**src/rtl/uart_rx_if.sv**
```systemverilog
// Receive-side bundle of the UART: serial input toward the receiver,
// recovered byte and status pulses back toward the command/loopback logic.
interface uart_rx_if;
    logic       rx;
    logic [7:0] rx_data;
    logic       rx_valid;
    logic       parity_error;
    logic       framing_error;
    logic       busy;

    // Receiver side: consumes the line, produces the byte and status.
    modport slave (
        input  rx,
        output rx_data,
        output rx_valid,
        output parity_error,
        output framing_error,
        output busy
    );

    // Line/consumer side: drives the line, observes the byte and status.
    modport master (
        output rx,
        input  rx_data,
        input  rx_valid,
        input  parity_error,
        input  framing_error,
        input  busy
    );
endinterface

```
**src/rtl/uart_rx.sv**
```systemverilog
// UART receiver: 8 data bits LSB first, optional even parity, 1 stop bit.
// The async line is double-flopped, the start bit is confirmed at mid-bit,
// and every later bit is sampled one full bit period after the previous one.
module uart_rx #(
    parameter int BIT_TIMING = 5208,
    parameter int PARITY_EN  = 0
) (
    input  logic     clk,
    input  logic     reset,
    uart_rx_if.slave bus
);
    localparam int CW = $clog2(BIT_TIMING);
    localparam logic [CW-1:0] HALF_M1 = CW'(BIT_TIMING / 2 - 1);
    localparam logic [CW-1:0] LAST    = CW'(BIT_TIMING - 1);
    localparam logic [CW-1:0] ONE     = CW'(1);

    localparam logic [2:0] S_IDLE   = 3'd0;
    localparam logic [2:0] S_START  = 3'd1;
    localparam logic [2:0] S_DATA   = 3'd2;
    localparam logic [2:0] S_PARITY = 3'd3;
    localparam logic [2:0] S_STOP   = 3'd4;

    logic          sync1_q, rx_s_q;
    logic [2:0]    state_q, state_d;
    logic [CW-1:0] cnt_q, cnt_d;
    logic [2:0]    bit_idx_q, bit_idx_d;
    logic [7:0]    shift_q, shift_d;
    logic          par_q, par_d;
    logic [7:0]    data_q, data_d;
    logic          valid_q, valid_d;
    logic          perr_q, perr_d;
    logic          ferr_q, ferr_d;

    // Even parity: data plus parity bit must hold an even number of ones.
    function automatic logic parity_bad(input logic [7:0] d, input logic p);
        return ^{d, p};
    endfunction

    // Next-state logic; status pulses default low so each lasts one cycle.
    always_comb begin
        state_d   = state_q;
        cnt_d     = cnt_q + ONE;
        bit_idx_d = bit_idx_q;
        shift_d   = shift_q;
        par_d     = par_q;
        data_d    = data_q;
        valid_d   = 1'b0;
        perr_d    = 1'b0;
        ferr_d    = 1'b0;
        case (state_q)
            S_IDLE: begin
                cnt_d = '0;
                if (!rx_s_q) begin
                    state_d = S_START;
                end
            end
            S_START: begin
                if (cnt_q == HALF_M1) begin
                    cnt_d   = '0;
                    state_d = rx_s_q ? S_IDLE : S_DATA;
                end
            end
            S_DATA: begin
                if (cnt_q == LAST) begin
                    cnt_d   = '0;
                    shift_d = {rx_s_q, shift_q[7:1]};
                    if (bit_idx_q == 3'd7) begin
                        bit_idx_d = 3'd0;
                        state_d   = (PARITY_EN != 0) ? S_PARITY : S_STOP;
                    end else begin
                        bit_idx_d = bit_idx_q + 3'd1;
                    end
                end
            end
            S_PARITY: begin
                if (cnt_q == LAST) begin
                    cnt_d   = '0;
                    par_d   = rx_s_q;
                    state_d = S_STOP;
                end
            end
            S_STOP: begin
                if (cnt_q == LAST) begin
                    cnt_d   = '0;
                    state_d = S_IDLE;
                    if (rx_s_q) begin
                        data_d  = shift_q;
                        valid_d = 1'b1;
                        perr_d  = (PARITY_EN != 0) && parity_bad(shift_q, par_q);
                    end else begin
                        ferr_d  = 1'b1;
                    end
                end
            end
            default: begin
                cnt_d   = '0;
                state_d = S_IDLE;
            end
        endcase
    end

    // Control state, synchroniser and outputs; reset wins over everything.
    always_ff @(posedge clk) begin
        if (!reset) begin
            sync1_q   <= 1'b1;
            rx_s_q    <= 1'b1;
            state_q   <= S_IDLE;
            cnt_q     <= '0;
            bit_idx_q <= 3'd0;
            data_q    <= 8'h00;
            valid_q   <= 1'b0;
            perr_q    <= 1'b0;
            ferr_q    <= 1'b0;
        end else begin
            sync1_q   <= bus.rx;
            rx_s_q    <= sync1_q;
            state_q   <= state_d;
            cnt_q     <= cnt_d;
            bit_idx_q <= bit_idx_d;
            data_q    <= data_d;
            valid_q   <= valid_d;
            perr_q    <= perr_d;
            ferr_q    <= ferr_d;
        end
    end

    // Assembly registers; only read after being fully written by a frame.
    always_ff @(posedge clk) begin
        shift_q <= shift_d;
        par_q   <= par_d;
    end

    assign bus.rx_data       = data_q;
    assign bus.rx_valid      = valid_q;
    assign bus.parity_error  = perr_q;
    assign bus.framing_error = ferr_q;
    assign bus.busy          = (state_q != S_IDLE);
endmodule

```
**src/flat_wrapper.sv**
```systemverilog
// flat-port wrapper written by rule: the top's interface ports become plain ports
module uart_rx_flat 
#(
    parameter int BIT_TIMING = 5208,
    parameter int PARITY_EN  = 0
)
  (clk, reset, bus_rx, bus_rx_data, bus_rx_valid, bus_parity_error, bus_framing_error, bus_busy);
  uart_rx_if bus_i ();
  input  logic clk;
  input  logic reset;
  input wire logic [$bits(bus_i.rx)-1:0] bus_rx;
  output wire logic [$bits(bus_i.rx_data)-1:0] bus_rx_data;
  output wire logic [$bits(bus_i.rx_valid)-1:0] bus_rx_valid;
  output wire logic [$bits(bus_i.parity_error)-1:0] bus_parity_error;
  output wire logic [$bits(bus_i.framing_error)-1:0] bus_framing_error;
  output wire logic [$bits(bus_i.busy)-1:0] bus_busy;
  assign bus_i.rx = bus_rx;
  assign bus_rx_data = bus_i.rx_data;
  assign bus_rx_valid = bus_i.rx_valid;
  assign bus_parity_error = bus_i.parity_error;
  assign bus_framing_error = bus_i.framing_error;
  assign bus_busy = bus_i.busy;
  uart_rx #(.BIT_TIMING(BIT_TIMING), .PARITY_EN(PARITY_EN)) u_core (.clk(clk), .reset(reset), .bus(bus_i));
endmodule
```
**config.mk**
```make
export PLATFORM = sky130hd
export DESIGN_NAME = uart_rx_flat
export DESIGN_NICKNAME = d
export VERILOG_FILES = /design/src/rtl/uart_rx_if.sv /design/src/rtl/uart_rx.sv /design/src/flat_wrapper.sv
export SDC_FILE = /design/constraint.sdc
export NUM_CORES = 1
export LEC_CHECK = 0
export BUFFER_PORTS_ARGS = -buffer_cell sky130_fd_sc_hd__buf_2
export CORE_MARGIN = 1.5
export CORE_UTILIZATION = 52
export DETAILED_ROUTE_END_ITERATION = 12
export GPL_ROUTABILITY_DRIVEN = 0
export HOLD_SLACK_MARGIN = 0.1
export PLACE_DENSITY = 0.71
export SLEW_MARGIN = 20
export SYNTH_ARGS = -nofsm -noshare
export SYNTH_HDL_FRONTEND = slang
export SYNTH_SLANG_ARGS = --single-unit
```
**constraint.sdc**
```tcl
create_clock -name clk -period 2 [get_ports clk]
set_input_delay 0.3 -clock clk [delete_from_list [all_inputs] [get_ports clk]]
set_output_delay 0.3 -clock clk [all_outputs]
set_load 0.005 [all_outputs]
```
=== Word-level counts from Yosys, hierarchy flattened ===
Index checks and enable logic that the tools add are counted.

* Output and inout bits: 12
* Input port bits: 3
* Flip-flop bits (word level): 39

* Eq/ne operators: 13
* Reductions and logical operators: 7
* Mux-type cells: 14
* Add/subtract/negate cells: 2

{| class="wikitable"
|+ Operators by type and width
! operator !! count
|-
| $mux 13 || 2
|-
| $pmux 13 s2 || 1
|-
| $mux 3 || 7
|-
| $pmux 3 s5 || 1
|-
| $add 13x1->13 const B || 1
|-
| $eq 13x12->1 const B || 1
|-
| $eq 13x13->1 const B || 1
|-
| $ne 2x1->1 const B || 5
|-
| $eq 3x2->1 const B || 2
|-
| $eq 3x3->1 const B || 2
|-
| $reduce_and 3->1 || 2
|-
| $reduce_and 6->1 || 1
|-
| $add 3x1->3 const B || 1
|-
| $eq 3x1->1 const B || 1
|-
| $logic_not 3->1 || 1
|-
| $reduce_bool 3->1 || 1
|-
| $reduce_or 3->1 || 1
|-
| $mux 1 || 2
|-
| $mux 2 || 1
|-
| $ne 2x2->1 const B || 1
|-
| $reduce_and 2->1 || 1
|}

=== Longest topological paths before layout ===
* Word-level depth: 4
* Depth in mapped cells: 7

=== Least setup slack after synthesis ===
Ideal clock, no wire load.

* Kind: register -> register
* From: register u_core.cnt_q[0]
* To: register u_core.shift_q[0] (enable)
* Slack: -0.041 ns
* Clock period less this slack: 2.041 ns
* Data required time: 1.617 ns
* Data arrival time: 1.658 ns
* Stages on the path, launching flop included: 6
* Cells stage by stage: dfxtp_1 > ha_1 > and4_1 > buf_2 > nand3_1 > nor3_1

* Word-level cells in the longest chain between the ends: 2

{| class="wikitable"
|+ RTL lines
! what !! RTL line !! source
|-
| start: declaration || uart_rx.sv:25 || <nowiki>logic [CW-1:0] cnt_q, cnt_d;</nowiki>
|-
| start signal: assignment || uart_rx.sv:118 || <nowiki>cnt_q <= cnt_d;</nowiki>
|-
| $eq 13x13->1 || uart_rx.sv:64 || <nowiki>if (cnt_q == LAST) begin</nowiki>
|-
| $reduce_and 2->1 (no line) || n/a ||
|-
| end signal: assignment || uart_rx.sv:129 || <nowiki>shift_q <= shift_d;</nowiki>
|-
| end: declaration || uart_rx.sv:27 || <nowiki>logic [7:0] shift_q, shift_d;</nowiki>
|}

No other way between the ends.
A chain may end at the register's enable or synchronous reset.

=== Final worst setup path ===
* From: register u_core.cnt_q[0]
* To: register u_core.state_q[2]

* Word-level cells in the longest chain between the ends: 3

{| class="wikitable"
|+ RTL lines
! what !! RTL line !! source
|-
| $eq 13x13->1 / $eq 13x12->1 (equally long branches) || n/a ||
|-
| $ne 2x1->1 (no line) || n/a ||
|-
| $reduce_and 6->1 (no line) * || n/a ||
|-
| end signal: assignment || uart_rx.sv:117 || <nowiki>state_q <= state_d;</nowiki>
|-
| end: declaration || uart_rx.sv:24 || <nowiki>logic [2:0] state_q, state_d;</nowiki>
|}

Mark *: on every way between the ends. The rest lies on a longest branch, timed or not.

==> reports/results.tsv <==
stage	metric	value	unit
clock_network	Num CTS Buffers	5	
setup_path	largest stage delay on the critical path	0.38	ns
setup_path	CP Class	flop to flop	
sta	FMAX	550	MHz
detailed_routing	per-cell routed wire length	13.1	um
setup_path	crit path DAT	2.10	ns
hold_path	Worst Hold Class	input port to flop	
floorplan	die width	59.7	um
setup_path	crit-path max FO	7	
placement	pre-CTS WS	0.196	ns
synthesis	Yosys warnings	0	
pwr	P per Cell Area	765	mW/mm2
detailed_routing	via count	1151	
sta	final hold vios	0	
sta	Worst Tran Pin Value	0.588	ns
floorplan	Initial Util	0.548	
pwr	Net Sw Frac	0.277	
hold_path	hold depth	2	
floorplan	Core ar.	0.00305	mm2
clock_network	hold buffers post-CTS	0	
synthesis	Yosys cell types	39	
clock_network	clk sink count	39	
pwr	Leak Pwr	0.717	nW
floorplan	die height	59.7	um
global_route	antenna violations before repair	0	
global_route	first-pass GRT wire length	4660	um
floorplan	Site Rows	20	
sta	# setup viols final	0	
detailed_routing	drt via density	5.40	
setup_path	register-to-register setup slack	0.18	ns
clock_network	# resized after CTS	0	
final_layout	layout cells sized above 1	0.201	
pwr	maximum VDD drop	0.000573	V
synthesis	post-synthesis cell count	152	
synthesis	Post-Syn Nets	158	
pwr	Seq pwr share	0.598	
final_layout	Area Overhead vs Synth	9.43	%
sta	worst clock skew	0.0117	ns
synthesis	sequential fraction of the synthesis area	0.515	
final_layout	Multi-input gate area	764	um2
detailed_routing	remaining antenna violation count	0	
setup_path	Reg2Reg Depth	5	
final_layout	design area	0.00183	mm2
status	status	completed	
flow_run	max cap viols	0	
pwr	Logic pwr share	0.120	
setup_path	CP Capture Type	flop	
detailed_routing	First DRT Iteration DRCs	30	
global_route	vias in the first global route	1068	
detailed_routing	DRT Pass-1 Iters	4	
sta	setup ws final	0.183	ns
clock_network	Root Driver	clkbuf_4	
setup_path	CP Cell Sequence	ha_1, and4_1, a32oi_2, a211oi_2, mux2i_1	
clock_network	total setup buffers inserted after CTS	0	
final_layout	Reg area	861	um2
setup_path	delay-heaviest family, CP	compound AO/OA/AOI/OAI gates	
clock_network	CTS tree	built	
pwr	Clk pwr share	0.282	
detailed_routing	# DRC	0	
setup_path	Critical Path RT	2.28	ns
final_layout	commonest non-fill, non-tap cells in the layout	dfxtp_1 (31), nor3_1 (14), mux2i_1 (13), nor2_1 (13), buf_2 (13)	
placement	HPWL after detailed placement	1950	um
clock_network	# H-tree levels	2	
setup_path	Crit-path slowest cell	and4_1	
clock_network	Max Buffers Root-to-Sink	2	
floorplan	die area	0.00356	mm2
global_route	Total GRT Usage	0.179	
pwr	Sw Pwr	388	uW
synthesis	Avg Synthesized Cell Area	11.0	um2
sta	min cycle time layout	1.82	ns
sta	TNS Setup	0	ns
global_route	largest net degree at the start of global routing	16	
placement	dpl cell area	0.00177	mm2
final_layout	# fillers	284	
setup_path	CP Buf/Inv Count	0	
sta	final worst path period share	0.908	
final_layout	commonest non-fill, non-tap cell in the layout	dfxtp_1	
synthesis	mapped cell area	0.00167	mm2
floorplan	Boundary Pins	15	
sta	Final Max Tran Viols	0	
global_route	Congestion Overflow GR	0	
setup_path	WP depth	5	
placement	IO buf count	13	
final_layout	Final #Nets	174	
detailed_routing	drt total wl	2800	um
final_layout	diode count	0	
sta	Worst slew margin	0.598	
synthesis	synthesized flop and latch total	39	
clock_network	clock input transition at the sequential cells of the worst setup and hold paths	0.11	ns
setup_path	Worst setup SP type	flop	
clock_network	later-pin clock latency in the skew report	0.35	ns
sta	RSZ-0062 raised after global routing	no	
pwr	internal power	1.01	mW
layout make-up:
type | instances | share of cell area
clock buffer | 5 | 0.0205
clock inverter | 3 | 0.0109
inverter | 1 | 0.00205
multi-input combinational | 105 | 0.418
sequential | 39 | 0.471
tap | 44 | 0.0301
timing repair buffer | 16 | 0.0479
cells in the mapped netlist (all sizes together):
cell type,count,area share
and2,1,0.0045
conb,1,0.0022
nor4bb,1,0.0060
or3b,1,0.0052
nand2b,3,0.011
a32oi,1,0.0097
nor2,13,0.029
o21ai,1,0.0030
xnor2,5,0.026
nor3b,4,0.018
mux2i,13,0.078
or2,2,0.0075
and4,2,0.010
clkbuf,1,0.0022
nand3b,1,0.0045
nor3,15,0.045
edfxtp,8,0.14
nand3,6,0.018
a211oi,1,0.0075
nand2,6,0.013
a2111oi,1,0.0052
nor2b,1,0.0037
and3,1,0.0037
inv,1,0.0022
a21oi,2,0.0082
or3,2,0.0075
xor2,6,0.031
nor4b,4,0.039
buf,6,0.026
ha,3,0.022
nor4,1,0.0037
dfxtp,31,0.37
nand4,7,0.030
cell families after synthesis:
logic type                 after synthesis  share of synthesized area
DFF                                     39                      0.515
buffers and inverters                    8                     0.0307
xor gates and xnor gates                11                     0.0576
adders and majority gates                3                     0.0225
muxes                                   13                     0.0778
other                                    1                    0.00224
AOI/OAI and AO/OA                        6                     0.0337
and+or+nand+nor                         71                      0.260
worst register-to-register path, cell delays in order (launching register included):
cell	delay, ns
dfxtp_1	0.37
ha_1	0.25
and4_1	0.38
a32oi_2	0.18
a211oi_2	0.37
mux2i_1	0.22
routing by layer:
metal,track usage,vias to the layer above,wire length (um)
li1,-,579,-
met4,0.0667,0,19
met3,0.0714,2,112
met1,0.216,550,1350
met5,0,-,0
met2,0.286,20,1310
worst paths after layout:
| kind | from | end |
|---|---|---|
| setup / recovery | u_core.cnt_q[0]$_SDFF_PN0_ | u_core.state_q[2]$_SDFFE_PN0P_ |
| hold reg to reg | u_core.sync1_q$_SDFF_PN1_ | u_core.rx_s_q$_SDFF_PN1_ |
| hold / removal | bus_rx | u_core.sync1_q$_SDFF_PN1_ |
| setup reg to reg | u_core.cnt_q[0]$_SDFF_PN0_ | u_core.state_q[2]$_SDFFE_PN0P_ |
registers in the layout, indices dropped and copies added (netlist names), 3 cells and up:
name and flops:
u_core.cnt_q 13, u_core.bus.rx_data 8, u_core.shift_q 8, u_core.bit_idx_q 3
u_core.state_q 3
power groups by stage:
| stage | sequential [mW] | combinational, mW | clock (mW) |
|---|---|---|---|
| 3_5_place_dp | 0.854 | 0.169 | 0 |
| 2_1_floorplan | 0.845 | 0.144 | 0 |
| 3_3_place_gp | 0.850 | 0.166 | 0 |
| 5_1_grt | 0.838 | 0.185 | 0.453 |
| 6_report | 0.836 | 0.168 | 0.394 |
| 4_1_cts | 0.835 | 0.170 | 0.410 |
metrics by stage:
stage               cells  utilization  hold slack [ns]  power (mW)
detailed placement    205        0.580            0.405        1.02
finish                213        0.599            0.137        1.40
global placement      205        0.580            0.400        1.02
floorplan             152            -            0.373       0.989
CTS                   213        0.599            0.121        1.42
global route          213        0.599            0.114        1.48
(Power assumes the default switching activity.)
